<file path="src/rtl/vectrex_pkg.sv">
// Shared types and constants for the vectrex cartridge loader.
//   loader_state_t   : loader FSM state encoding
//   CART_ADDR_W      : cart address width (cart space is 2^CART_ADDR_W bytes)
//   IOCTL_ADDR_W     : width of the hps_io download address
//   SKIP_TIMEOUT_DEF : default clk_sys cycles from download end to end of second reset
//   SKIP_PULSE_DEF   : default second-reset pulse length in clk_sys cycles
package vectrex_pkg;

  localparam int CART_ADDR_W      = 15;
  localparam int IOCTL_ADDR_W     = 25;
  localparam int SKIP_TIMEOUT_DEF = 5000000;
  localparam int SKIP_PULSE_DEF   = 1000;

  typedef enum logic [1:0] {
    IDLE,
    LOAD,
    SKIP_WAIT,
    SKIP_RST
  } loader_state_t;

endpackage

</file>
<file path="src/rtl/vectrex_addr_mask.sv">
// Cart address mask tracker.
// Grows an all-ones-from-LSB mask by one bit for every accepted write whose
// address has a bit outside the current mask, and flags download addresses
// that fall outside the cart space.
//   clk_sys    : system clock
//   rst_n      : asynchronous active-low reset
//   clr_i      : clear mask to zero (download start); wins over wr_i
//   wr_i       : download write strobe, already qualified by the loader state
//   addr_i     : full download byte address
//   in_range_o : addr_i lies inside the cart space (combinational)
//   mask_o     : current cart address mask
module vectrex_addr_mask
  import vectrex_pkg::*;
#(
  parameter int ADDR_W = CART_ADDR_W
) (
  input  logic                    clk_sys,
  input  logic                    rst_n,
  input  logic                    clr_i,
  input  logic                    wr_i,
  input  logic [IOCTL_ADDR_W-1:0] addr_i,
  output logic                    in_range_o,
  output logic [ADDR_W-1:0]       mask_o
);

  logic [ADDR_W-1:0] mask_q, mask_d;
  logic              grow;

  assign in_range_o = (addr_i >> ADDR_W) == '0;

  // At most one bit of growth per write, even if the address jumps several bits.
  assign grow = wr_i & in_range_o & ((addr_i[ADDR_W-1:0] & ~mask_q) != '0);

  always_comb begin
    mask_d = mask_q;
    if (clr_i)
      mask_d = '0;
    else if (grow)
      mask_d = {mask_q[ADDR_W-2:0], 1'b1};
  end

  always_ff @(posedge clk_sys or negedge rst_n) begin
    if (!rst_n) mask_q <= '0;
    else        mask_q <= mask_d;
  end

  assign mask_o = mask_q;

endmodule

</file>
<file path="src/rtl/vectrex_cart_loader.sv">
// Vectrex cartridge loader: turns hps_io ioctl download traffic into cart
// writes, tracks the cart address mask and generates the core reset,
// including the delayed "skip logo" second reset after a download.
//   clk_sys, reset_n              : clock, asynchronous active-low reset
//   ioctl_download/wr/addr/dout   : hps_io download interface
//   skip_logo                     : enable second reset after download
//   user_reset                    : combined user reset request
//   cart_wr/cart_addr/cart_data   : registered cart write port (1 cycle latency)
//   cart_mask                     : cart address mask
//   core_reset                    : registered reset to the vectrex core
//   busy                          : loader is not IDLE
//
// state     | meaning
// IDLE      | no download, no skip sequence pending
// LOAD      | download in progress, writes forwarded to the cart
// SKIP_WAIT | download done, waiting before the second reset
// SKIP_RST  | second reset asserted to the core
module vectrex_cart_loader
  import vectrex_pkg::*;
#(
  parameter int ADDR_W       = CART_ADDR_W,
  parameter int SKIP_TIMEOUT = SKIP_TIMEOUT_DEF,
  parameter int SKIP_PULSE   = SKIP_PULSE_DEF,
  parameter int CNT_W        = 23
) (
  input  logic                    clk_sys,
  input  logic                    reset_n,
  input  logic                    ioctl_download,
  input  logic                    ioctl_wr,
  input  logic [IOCTL_ADDR_W-1:0] ioctl_addr,
  input  logic [7:0]              ioctl_dout,
  input  logic                    skip_logo,
  input  logic                    user_reset,
  output logic                    cart_wr,
  output logic [ADDR_W-1:0]       cart_addr,
  output logic [7:0]              cart_data,
  output logic [ADDR_W-1:0]       cart_mask,
  output logic                    core_reset,
  output logic                    busy
);

  loader_state_t     state_q, state_d;
  logic [CNT_W-1:0]  cnt_q, cnt_d, cnt_dec;
  logic              dl_q, dl_rise, dl_fall;
  logic              in_range, wr_acc;
  logic              cart_wr_q, core_reset_q, core_reset_d;
  logic [ADDR_W-1:0] cart_addr_q;
  logic [7:0]        cart_data_q;

  assign dl_rise = ioctl_download & ~dl_q;
  assign dl_fall = ~ioctl_download & dl_q;
  assign wr_acc  = (state_q == LOAD) & ioctl_wr & in_range;
  assign cnt_dec = cnt_q - CNT_W'(1);

  vectrex_addr_mask #(.ADDR_W(ADDR_W)) u_mask (
    .clk_sys    (clk_sys),
    .rst_n      (reset_n),
    .clr_i      (dl_rise),
    .wr_i       ((state_q == LOAD) & ioctl_wr),
    .addr_i     (ioctl_addr),
    .in_range_o (in_range),
    .mask_o     (cart_mask)
  );

  // cnt holds the cycles left in the skip sequence, counting the current one,
  // so the sequence spans SKIP_TIMEOUT cycles and SKIP_RST occupies the last
  // SKIP_PULSE of them.
  always_comb begin
    state_d = state_q;
    cnt_d   = cnt_q;
    case (state_q)
      LOAD: begin
        if (dl_fall) begin
          if (skip_logo) begin
            state_d = SKIP_WAIT;
            cnt_d   = CNT_W'(SKIP_TIMEOUT);
          end else begin
            state_d = IDLE;
          end
        end
      end
      SKIP_WAIT: begin
        cnt_d = cnt_dec;
        if (cnt_dec <= CNT_W'(SKIP_PULSE)) state_d = SKIP_RST;
      end
      SKIP_RST: begin
        cnt_d = cnt_dec;
        if (cnt_dec == '0) state_d = IDLE;
      end
      default: ;
    endcase
    // A new download aborts whatever was pending.
    if (dl_rise) begin
      state_d = LOAD;
      cnt_d   = '0;
    end
  end

  // Built from state_d so the registered reset lines up with the state.
  assign core_reset_d = user_reset | ioctl_download | (state_d == SKIP_RST);

  always_ff @(posedge clk_sys or negedge reset_n) begin
    if (!reset_n) begin
      state_q      <= IDLE;
      cnt_q        <= '0;
      dl_q         <= 1'b0;
      cart_wr_q    <= 1'b0;
      cart_addr_q  <= '0;
      cart_data_q  <= '0;
      core_reset_q <= 1'b1;
    end else begin
      state_q      <= state_d;
      cnt_q        <= cnt_d;
      dl_q         <= ioctl_download;
      cart_wr_q    <= wr_acc;
      core_reset_q <= core_reset_d;
      if (wr_acc) begin
        cart_addr_q <= ioctl_addr[ADDR_W-1:0];
        cart_data_q <= ioctl_dout;
      end
    end
  end

  assign cart_wr    = cart_wr_q;
  assign cart_addr  = cart_addr_q;
  assign cart_data  = cart_data_q;
  assign core_reset = core_reset_q;
  assign busy       = (state_q != IDLE);

endmodule

</file>
<file path="config.mk">
export PLATFORM = sky130hd
export DESIGN_NAME = vectrex_cart_loader
export DESIGN_NICKNAME = d
export VERILOG_FILES = /design/src/rtl/vectrex_pkg.sv /design/src/rtl/vectrex_addr_mask.sv /design/src/rtl/vectrex_cart_loader.sv
export SDC_FILE = /design/constraint.sdc
export NUM_CORES = 1
export LEC_CHECK = 0
export CAP_MARGIN = 0
export CORE_MARGIN = 1.5
export CORE_UTILIZATION = 30
export DETAILED_ROUTE_END_ITERATION = 10
export MAX_ROUTING_LAYER = met4
export PLACE_DENSITY_LB_ADDON = 0.25
export SYNTH_ARGS = -nofsm -noshare
export SYNTH_HDL_FRONTEND = slang
export SYNTH_SLANG_ARGS = --single-unit
</file>
<file path="constraint.sdc">
create_clock -name clk_sys -period 5.9 [get_ports clk_sys]
set_input_delay 1.18 -clock clk_sys [delete_from_list [all_inputs] [get_ports clk_sys]]
set_output_delay 1.18 -clock clk_sys [all_outputs]
set_load 0.005 [all_outputs]
</file>
==> metrics.md <==
| Metric | Value |
|---|---|
| CP Data Arrival Time | `3790 ps` |
| Die X | `113.1 microns` |
| CTS Root Cell | `clkbuf_16` |
| Switching power | `582.6 uW` |
| R2R Path Start | `dl_q$_DFF_PN0_` |
| DP Area | `0.004524 sq mm` |
| Post-DR vias/cell | `5.082` |
| Global-route wire length before repair | `14.80 mm` |
| Status | `finished clean` |
| R2r setup slk | `3290 ps` |
| Synth-to-Final Area Change | `32.27%` |
| Clock skew | `9.971 ps` |
| Syn Area/Cell | `9.423 sq um` |
| Cell area after layout | `0.004811 sq mm` |
| Clock Sinks | `66` |
| Initial Utilization | `30.54%` |
| Clock power frac | `31.5%` |
| Synth unique cells | `61` |
| Gpl congestion | `0.8593` |
| Vias post-DR | `3,085` |
| ANT cells | `0` |
| Hold slack final | `469.2 ps` |
| CP peak stage delay | `830 ps` |
| Residual DRC | `0` |
| Sequential-to-total area share from yosys stat | `45.44%` |
| Post-route minimum period | `3577 ps` |
| Seq pwr share | `38.2%` |
| VDD IR-drop max | `130.1 uV` |
| Die ar. | `0.01279 sq mm` |
| Dpl cells | `591` |
| Worst slew pin tran | `953.8 ps` |
| FP Rows | `40` |
| Area of the core | `0.01191 sq mm` |
| Total grt overflow | `0` |
| Vias in the first global route | `2,916` |
| Internal power | `1.026 mW` |
| PostCTS Resize Cnt | `0` |
| Crit path capture type | `flip-flop` |
| Yosys warning count | `0` |
| H-tree Lvls | `3` |
| # hold bufs at CTS | `0` |
| Cells after synthesis | `386` |
| Final HPWL DP | `6.213 mm` |
| Sw frac | `36.21%` |
| Kind of critical path | `input port to flip-flop` |
| Max_slew headroom | `36.41%` |
| TritonCTS clock tree | `done` |
| Clk buf depth | `2` |
| Crit. Startpoint | `ioctl_download` |
| Critical path cell sequence | `clkdlybuf4s50_1 -> ha_1 -> nand2b_1 -> o21ai_0 -> a22o_1` |
| Final setup vio count | `0` |
| Final Non-Filler Cells | `607` |
| First DRT Iteration DRCs | `209` |
| CP max FO | `25` |
| Cts bufs inserted | `9` |
| Router iterations before antenna repair | `4` |
| IO buf count | `79` |
| Logic pwr share | `30.3%` |
| Gr usage total | `14.93%` |
| Setup Buffers After CTS | `0` |
| Cell Area, Synth | `0.003637 sq mm` |
| Top_reg_cell synth | `dfrtp_1` |
| MaxCap Viol Count | `0` |
| Crit path launch type | `input port` |
| Leak | `1.985 nW` |
| Power Density | `334.4 mW/mm^2` |
| Synth Register Bits | `66` |
| Layout cells sized above 1 | `8.913%` |
| Hold path start | `cart_addr[14]$_DFFE_PN0P_` |
| Clock transition at path regs | `50 ps` |
| Asr flop ratio synth | `100.0%` |
| Fin Setup TNS | `0 ps` |
| CP Data Required Time | `6120 ps` |
| Initial antenna violation count | `0` |
| Post-Route WL | `9.091 mm` |
| RSZ-0062 raised after global routing | `no` |
| Fmax | `279.6 MHz` |
| Number of fill cells | `1,172` |
| Slew Viols, Final | `0` |
| Final ANT Viol Nets | `0` |
| Fin. Hold Viols | `0` |
| Net count after synthesis | `429` |
| Slowest stage cell, crit path | `nand2b_1` |
| Number of synthesized flops with an enable pin | `0` |
| Final period util | `60.63%` |
| Pin count of the biggest net entering global routing | `67` |
| Clk_lat worst skew | `330 ps` |
| I/O pin count | `80` |
| Drt wl/cell | `14.98 microns` |
| Fin nets | `498` |
| Hold Path Class | `flip-flop to flip-flop` |
| Die H | `113.1 microns` |
| Final core occ | `40.39%` |
-- power groups by stage --
stage                     Clock, mW  Sequential, mW  Combinational, mW
after floorplan                   0           0.542              0.436
after global placement            0           0.621              0.485
after detailed placement          0           0.622              0.485
after CTS                     0.525           0.614              0.489
after global routing          0.545           0.628              0.550
final                         0.507           0.615              0.488
-- kinds of logic (layout without fill, tap and decap cells) --
kind of cell | after synthesis | after routing | share of synthesized area (%)
compound gates | 88 | 88 | 16.92
fa+ha+maj | 4 | 4 | 1.376
simple gates | 157 | 157 | 24.70
xor+xnor | 9 | 9 | 2.167
buf+inv | 47 | 121 | 5.263
mux | 15 | 15 | 4.128
flops | 66 | 66 | 45.44
-- per-stage QoR --
step / power (mW) / setup WS, ps
after floorplan: 0.9785 / 2973
after global placement: 1.106 / 2022
after detailed placement: 1.107 / 1967
after CTS: 1.627 / 2320
after global routing: 1.722 / 2127
final: 1.609 / 2323
-- per-layer routing --
layer / GRT usage [%] / wire (microns) / share of wire [%] / vias to the layer above
met4: 5.833 / 135 / 1.5 / 0
met5: - / 0 / 0 / -
met2: 23.35 / 4161 / 46 / 89
met1: 19.38 / 4327 / 48 / 1474
met3: 2.571 / 467 / 5.1 / 13
li1: - / - / - / 1509
-- area by class of cell --
| type | instances | area (sq um) | area share [%] |
|---|---|---|---|
| Clock buffer | 14 | 274.0 | 5.696 |
| Clock inverter | 2 | 12.51 | 0.2601 |
| Timing Repair Buffer | 81 | 800.8 | 16.65 |
| Multi-Input combinational cell | 273 | 1797 | 37.35 |
| Inverter | 24 | 90.09 | 1.873 |
| Sequential cell | 66 | 1653 | 34.36 |
| Tap cell | 147 | 183.9 | 3.823 |
-- worst paths after layout --
check,to,depth (start not counted)
min,cart_addr[14]$_DFFE_PN0P_,2
max in group asynchronous,cart_data[7]$_DFFE_PN0P_,2
min in group asynchronous,cart_addr[13]$_DFFE_PN0P_,2
min reg2reg,cart_addr[14]$_DFFE_PN0P_,2
max,cnt_q[5]$_DFFE_PN0P_,5
max reg2reg,cnt_q[5]$_DFFE_PN0P_,5
-- critical path, delay by kind of cell --
| family | cells | cell delay (ps) |
|---|---|---|
| buffers and inverters | 1 | 520 |
| and+or+nand+nor | 1 | 830 |
| AOI/OAI and AO/OA | 2 | 470 |
| adders and majority gates | 1 | 780 |
-- synth_stat cells (all sizes together), types with 2 or more instances --
cell type  number  area [sq um]
a21oi           8         40.04
a31oi          10         77.57
and3            3         18.77
buf             8         45.04
clkbuf         15         56.30
dfrtp          65          1627
ha              4         50.05
inv            23         86.33
mux2i          15         150.1
nand2          66         247.7
nand2b          3         18.77
nand3           2         10.01
nand4           9         92.59
nand4b          2         17.52
nor2           32         120.1
nor2b           3         18.77
nor3           10         72.57
nor3b           2         15.01
nor4           11         150.1
nor4b           2         23.77
o2111ai         2         17.52
o21a            3         22.52
o21ai          31         155.2
o21ba           2         20.02
o22a            4         35.03
o22ai           7         43.79
o311ai          2         17.52
o31ai           6         55.05
o41ai           5         62.56
or2             3         18.77
or3             4         25.02
or4             2         18.77
xnor2           5         43.79
xor2            4         35.03
-- state kept, by name, indices dropped and copies added, names as in the netlist --
register,count
cart_addr,15
cart_data,8
cnt_q,23
cart_wr,1
u_mask.mask_o,15
core_reset,1
dl_q,1
state_q,2
-- cells in the final DEF, fill, tap and decap left out, types with 3 or more instances in the layout --
cell / instances
nand2b_1: 3
nand2_1: 66
nor2b_1: 3
nor4_1: 5
o41ai_1: 4
o22a_1: 4
clkbuf_16: 9
clkdlybuf4s50_1: 78
inv_1: 23
clkbuf_8: 3
xor2_1: 4
o31ai_1: 4
and3_1: 3
mux2i_1: 15
a21oi_1: 7
dfrtp_1: 65
o22ai_1: 7
a31oi_1: 9
nand4_1: 6
o21ai_0: 31
ha_1: 4
o21a_1: 3
nor4_4: 5
xnor2_1: 5
nor2_1: 32
nor3_1: 8
or3_1: 4
Power figures use the tool's default switching activity.
